<file path="config.mk">
export PLATFORM = sky130hd
export DESIGN_NAME = if_stage
export DESIGN_NICKNAME = d
export VERILOG_FILES = /design/src/rtl/riscv_pkg.sv /design/src/rtl/next_pc_gen.sv /design/src/rtl/if_stage.sv
export SDC_FILE = /design/constraint.sdc
export NUM_CORES = 1
export LEC_CHECK = 0
export ABC_AREA = 1
export ABC_CLOCK_PERIOD_IN_PS = 3000
export CORE_ASPECT_RATIO = 1.4
export CORE_MARGIN = 2
export CORE_UTILIZATION = 46
export DETAILED_ROUTE_END_ITERATION = 7
export GPL_TIMING_DRIVEN = 1
export HOLD_SLACK_MARGIN = 0.03
export PLACE_DENSITY = 0.84
export RECOVER_POWER = 50
export SLEW_MARGIN = 20
export SYNTH_ARGS = -nofsm -noshare
export SYNTH_HDL_FRONTEND = slang
export SYNTH_SLANG_ARGS = --single-unit
</file>
<file path="constraint.sdc">
create_clock -name clk -period 3 [get_ports clk]
set_clock_uncertainty 0.15 [all_clocks]
set_input_delay 0.45 -clock clk [delete_from_list [all_inputs] [get_ports clk]]
set_output_delay 0.45 -clock clk [all_outputs]
set_load 0.005 [all_outputs]
</file>
<file path="src/rtl/riscv_pkg.sv">
// rtl/riscv_pkg.sv - shared constants for the RISC-V pipeline
package riscv_pkg;
    localparam int          XLEN             = 32;
    localparam logic [31:0] RESET_PC_DEFAULT = 32'h0000_0000;
    localparam logic [31:0] NOP_INSTR        = 32'h0000_0013;
endpackage

</file>
<file path="src/rtl/next_pc_gen.sv">
// rtl/next_pc_gen.sv - combinational next-PC, redirect and misalignment generation
module next_pc_gen
    import riscv_pkg::*;
#(
    parameter int WIDTH = XLEN
) (
    input  logic [WIDTH-1:0] pc,
    input  logic             pc_a_src,
    input  logic             pc_b_src,
    input  logic [WIDTH-1:0] ex_pc,
    input  logic [WIDTH-1:0] ex_imm,
    input  logic [WIDTH-1:0] ex_rs1,
    output logic [WIDTH-1:0] next_pc,
    output logic             redirect,
    output logic             misalign
);
    logic [WIDTH-1:0] base;
    logic [WIDTH-1:0] target;

    // pc_a_src=0 with pc_b_src=1 is not a redirect: the base select only matters on a jump/branch
    assign redirect = pc_a_src;
    assign base     = pc_b_src ? ex_rs1 : ex_pc;
    assign target   = (base + ex_imm) & ~WIDTH'(1);
    assign misalign = redirect & target[1];

    always_comb begin
        next_pc = pc + WIDTH'(4);
        if (redirect) begin
            next_pc = target & ~WIDTH'(3);
        end
    end
endmodule

</file>
<file path="src/rtl/if_stage.sv">
// rtl/if_stage.sv - instruction-fetch stage: PC register, next-PC select and IF/ID register
module if_stage
    import riscv_pkg::*;
#(
    parameter logic [31:0] RESET_PC = RESET_PC_DEFAULT,
    parameter int          XLEN     = riscv_pkg::XLEN
) (
    input  logic            clk,
    input  logic            rst,
    input  logic            pc_a_src,
    input  logic            pc_b_src,
    input  logic [XLEN-1:0] ex_pc,
    input  logic [XLEN-1:0] ex_imm,
    input  logic [XLEN-1:0] ex_rs1,
    input  logic            stall,
    output logic [XLEN-1:0] imem_addr,
    input  logic [31:0]     imem_rdata,
    output logic [XLEN-1:0] id_pc,
    output logic [31:0]     id_instr,
    output logic            id_valid,
    output logic            flush_id_ex,
    output logic            misalign_err
);
    logic [XLEN-1:0] pc;
    logic [XLEN-1:0] next_pc;
    logic            redirect;
    logic            misalign;

    next_pc_gen #(.WIDTH(XLEN)) u_next_pc_gen (
        .pc       (pc),
        .pc_a_src (pc_a_src),
        .pc_b_src (pc_b_src),
        .ex_pc    (ex_pc),
        .ex_imm   (ex_imm),
        .ex_rs1   (ex_rs1),
        .next_pc  (next_pc),
        .redirect (redirect),
        .misalign (misalign)
    );

    assign imem_addr   = pc;
    assign flush_id_ex = redirect & ~rst;

    always_ff @(posedge clk) begin
        if (rst) begin
            pc <= XLEN'(RESET_PC);
        end else if (redirect || !stall) begin
            pc <= next_pc;
        end
    end

    // A redirect squashes the IF/ID slot even under stall: that instruction is on the wrong path
    always_ff @(posedge clk) begin
        if (rst || redirect) begin
            id_valid <= 1'b0;
            id_instr <= NOP_INSTR;
            id_pc    <= '0;
        end else if (!stall) begin
            id_valid <= 1'b1;
            id_instr <= imem_rdata;
            id_pc    <= pc;
        end
    end

    always_ff @(posedge clk) begin
        if (rst) begin
            misalign_err <= 1'b0;
        end else if (misalign) begin
            misalign_err <= 1'b1;
        end
    end
endmodule

</file>
## Word-level counts from Yosys, hierarchy flattened

Index checks and enable logic that the tools add are counted.

- Word-level logic and storage cells: 15
- Input bits: 133
- Register bits: 98
- Output and inout bits: 99

- Reduce and logical (&&, ||, !) cells: 3
- Mux-type cells: 2
- $add $sub $neg: 2
- Bitwise logic cells: 3

Operators with widths:

| kind | count |
|---|---|
| $mux 32 | 2 |
| $add 32x3->32 const B | 1 |
| $add 32x32->32 | 1 |
| $and 1x1->1 | 2 |
| $logic_or 1x1->1 | 2 |
| $logic_not 1->1 | 1 |
| $not 1->1 | 1 |

## Logic depth before layout (Yosys ltp)

- Depth after elaboration: 3
- Gate-level depth with buffers: 20
- Gate-level depth less buffers: 19

## Hierarchy

Synthesis repeated with hierarchy kept, for this count alone.

- Cell total of the unflattened synthesis: 1183
- Area, all modules: 7081.8 um^2

By module, submodules not included:

| module | seq. area each (um^2) | instances | area each (um^2) | cells an instance |
|---|---|---|---|---|
| if_stage | 1961.9 | 1 | 3687.3 | 494 |
| next_pc_gen | 0.0 | 1 | 3394.5 | 689 |

## Worst setup path before layout

Ideal clock, no wire load.

- Path type: input -> register
- Start point: input port pc_b_src
- End point: register pc[31], in the netlist imem_addr[31]
- Setup time: 0.128 ns
- Buffers on the path: 3
- Slack: 0.292 ns
- Arrival time: 2.430 ns
- Data required time: 2.722 ns
- Stages on the path: 17
- Path through: buf_6 -> inv_2 -> clkbuf_1 -> buf_1 -> nand2_1 -> nand2_1 -> ha_1 -> nand2_1 -> inv_1 -> a21oi_1 -> a21oi_1 -> nor2_1 -> nand2_1 -> nand2_1 -> nand3_1 -> nand3_1 -> a21oi_1

- Word-level cells in the longest chain between the ends: 3

RTL lines:

| item | line | text |
|---|---|---|
| start, declared | if_stage.sv:11 | `input logic pc_b_src,` |
| $mux 32 | next_pc_gen.sv:22 | `assign base = pc_b_src ? ex_rs1 : ex_pc;` |
| $add 32x32->32 | next_pc_gen.sv:23 | `assign target = (base + ex_imm) & ~WIDTH'(1);` |
| $mux 32 | next_pc_gen.sv:28 | `if (redirect) begin` |
| end signal, assigned | if_stage.sv:46 | `pc <= XLEN'(RESET_PC);` |
| end signal, assigned | if_stage.sv:48 | `pc <= next_pc;` |
| end, declared | if_stage.sv:24 | `logic [XLEN-1:0] pc;` |

Every way passes these cells.
A chain may end at the register's enable or synchronous reset.

## Worst setup path in the final report

- Start point: input port pc_a_src
- End point: output port flush_id_ex

- Word-level cells in the longest chain between the ends: 1

RTL lines:

| item | line | text |
|---|---|---|
| start, declared | if_stage.sv:10 | `input logic pc_a_src,` |
| $and 1x1->1 | if_stage.sv:42 | `assign flush_id_ex = redirect & ~rst;` |
| end, declared | if_stage.sv:21 | `output logic flush_id_ex,` |

Every way passes these cells.

==> qor.txt <==
outcome = finished, final reports clean
Nets = 1447
fin worst setup slack = 0.381 ns
Row Count = 51
CTS tree = yes
layout cells sized above 1 = 0.100
Critical Path Start Type = primary input
n_diodes = 0
hold crit path type = flop to flop
drt first pass iters = 5
Post-Synth XOR/XNOR Area = 0.0337
Psw = 1.22 mW
asr flop ratio synth = 0
largest family of logic cells by synthesized area = simple AND/OR/NAND/NOR gates
Area Growth Syn to Fin = 49.1%
IO Port Bufs = 227
All-Layer GR Usage = 0.283
crit-path cells = dlygate4sd3_1 -> inv_1 -> nor2_1 -> clkdlybuf4s50_1
first-pass GRT wire length = 35000 µm
crit path kind = primary input to output pin
P per Cell Area = 389 mW/mm²
Mapped Avg Cell Area = 6.45 µm²
WP data required = 2.40 ns
Initial Utilization = 0.469
maxcap violations = 0
post-CTS sizing = 0
Final Slew Violations = 0
Leak = 4.28 nW
Post-Syn Instances = 1007
final antenna-violating net count = 0
FF+latch count, synth = 94
f_max = 0.382 GHz
Critical path buffers and inverters = 3
largest net degree at the start of global routing = 90
worst-path fanout max = 3
vias in the first global route = 7467
simple-gate portion of the synthesized area = 0.321
Comb pwr share = 0.343
hold_ws = 0.313 ns
final hold violation count = 0
Flop pwr share = 0.376
crit-path leading delay family = buffers and inverters
EDFF count, synth = 0
DR vias/cell = 5.30
CP arrival = 2.02 ns
synth warn = 0
CP Capture Type = output pin
Worst Max-Slew Pin Slew = 0.818 ns
Avg WL per Cell = 14.6 µm
period utilization = 0.873
I/O pins = 232
DRC Markers = 0
RSZ-0062 raised after global routing = no
Setup Buffers After CTS = 0
headroom to the max-slew limit = 0.455
slowest stage cell on the critical path = dlygate4sd3_1
final total power = 3.76 mW
Clock Path Buffers = 2
setup TNS = 0 ns
drt initial violations = 473
HPWL after detailed placement = 17300 µm
sequential cell area = 0.00188 mm²
Clock Latency Late Sink = 0.34 ns
Int Power = 2.54 mW
CTS hold repair buffers = 0
clock-pin slew on the worst setup and hold paths = 0.06 ns
chip width = 104 µm
drt total wl = 21400 µm
clock share of power = 0.281
fin crit period = 2.62 ns
Die Ht = 145 µm
mux share of post-synthesis cell area = 0
synthesized area = 0.00650 mm²
CTS sink cnt = 94
Sw Ratio = 0.325
CP max stage delay = 0.58 ns
register area share after synthesis = 0.290
Post-Synth Adder-Cell Area = 0.0628
initial antenna violation count = 0
total gr overflow = 0
Synth Area in Compound Gates = 0.213
die area = 0.0151 mm²
dpl ws = -0.198 ns
multi-input logic area = 0.00414 mm²
number of buffers created by CTS = 9
Max VDD drop = 0.000321 V
CTS root buffer = clkbuf_16
Fillers = 1216
CTS H-tree lvls = 3
via count = 7797
final setup vio count = 0
GPL Wtd Cong = 1.01
Top FF cell, synth = dfxtp_1
post-synth cell types = 53
final core utilization = 0.700
Core ar. = 0.0138 mm²
==> through the flow <==
stage	cell area [µm²]	instances
5_1_grt	9690	1472
3_3_place_gp	9410	1456
2_1_floorplan	6510	1010
3_5_place_dp	9410	1456
4_1_cts	9680	1472
6_report	9690	1472
==> cell families after synthesis <==
group | Yosys count
and+or+nand+nor | 481
other | 1
adders and majority gates | 32
buffers and inverters | 122
AOI/OAI and AO/OA | 252
xor gates and xnor gates | 25
DFF | 94
==> metal layers <==
metal / track usage / part of all wire / wire (µm)
met4: 0.156 / 0.051 / 1090
met1: 0.320 / 0.39 / 8370
met5: 0 / 0 / 0
met3: 0.0370 / 0.059 / 1270
met2: 0.517 / 0.50 / 10700
==> path summary, 6_finish.rpt <==
path	slack, ns	depth (start not counted)	to	start
max	0.38	4	flush_id_ex	pc_a_src
min	0.31	2	id_instr[17]	id_instr[17]
max reg2reg	0.65	8	imem_addr[30]	imem_addr[10]
min reg2reg	0.31	2	id_instr[17]	id_instr[17]
==> power groups by stage <==
stage / combinational, mW / sequential, mW / clock [mW]
floorplan: 0.635 / 1.42 / 0
global placement: 1.27 / 1.44 / 0
detailed placement: 1.28 / 1.44 / 0
CTS: 1.29 / 1.41 / 1.07
global route: 1.43 / 1.43 / 1.12
finish: 1.29 / 1.42 / 1.06
==> tightest hold or removal path: stages, from the launching register on <==
cell and delay (ns):
dfxtp_1 0.31, nand2_1 0.06, a21oi_1 0.05
==> flip-flops by register name, summed over array words and instances, names as in the netlist <==
name,cells
imem_addr,30
misalign_err,1
id_instr,32
id_pc,30
id_valid,1
==> cell usage after synthesis, types with 5 or more instances <==
library cell / number / share of area
xor2_1: 23 / 0.031
o21ai_0: 81 / 0.062
clkbuf_1: 30 / 0.017
a21oi_1: 121 / 0.093
nor2_1: 66 / 0.038
nand4_1: 12 / 0.012
o21a_1: 5 / 0.0058
dfxtp_1: 94 / 0.29
nor4_1: 6 / 0.0058
a31oi_1: 10 / 0.0096
nand3b_1: 5 / 0.0058
inv_1: 75 / 0.043
buf_4: 7 / 0.0081
nor3_1: 17 / 0.013
nand2_1: 301 / 0.17
nand3_1: 49 / 0.038
ha_1: 31 / 0.060
a21o_1: 10 / 0.012
==> layout by cell type, fill, tap and decap left out, drive strengths merged, types with 7 or more instances in the layout <==
master         synthesis  layout
nor2                  71      71
nand4                 13      13
dlygate4sd3            0      46
nand2                307     307
inv                   78      80
a21o                  11      11
ha                    31      31
dfxtp                 94      94
buf                   12      76
a21oi                121     121
o21ai                 86      86
clkbuf                32      13
clkdlybuf4s50          0     179
nor3                  21      21
nor4                   7       7
xor2                  23      23
nand3                 50      50
a31oi                 10      10
==> final cells by class <==
type,count,area share
clock buffers,10,0.0236
clock inverters,6,0.00452
inverters,78,0.0302
multi-input cells,794,0.427
flip-flops and latches,94,0.194
well taps,185,0.0239
repair buffers,305,0.296
No activity file was read; power rests on OpenSTA's default activity.
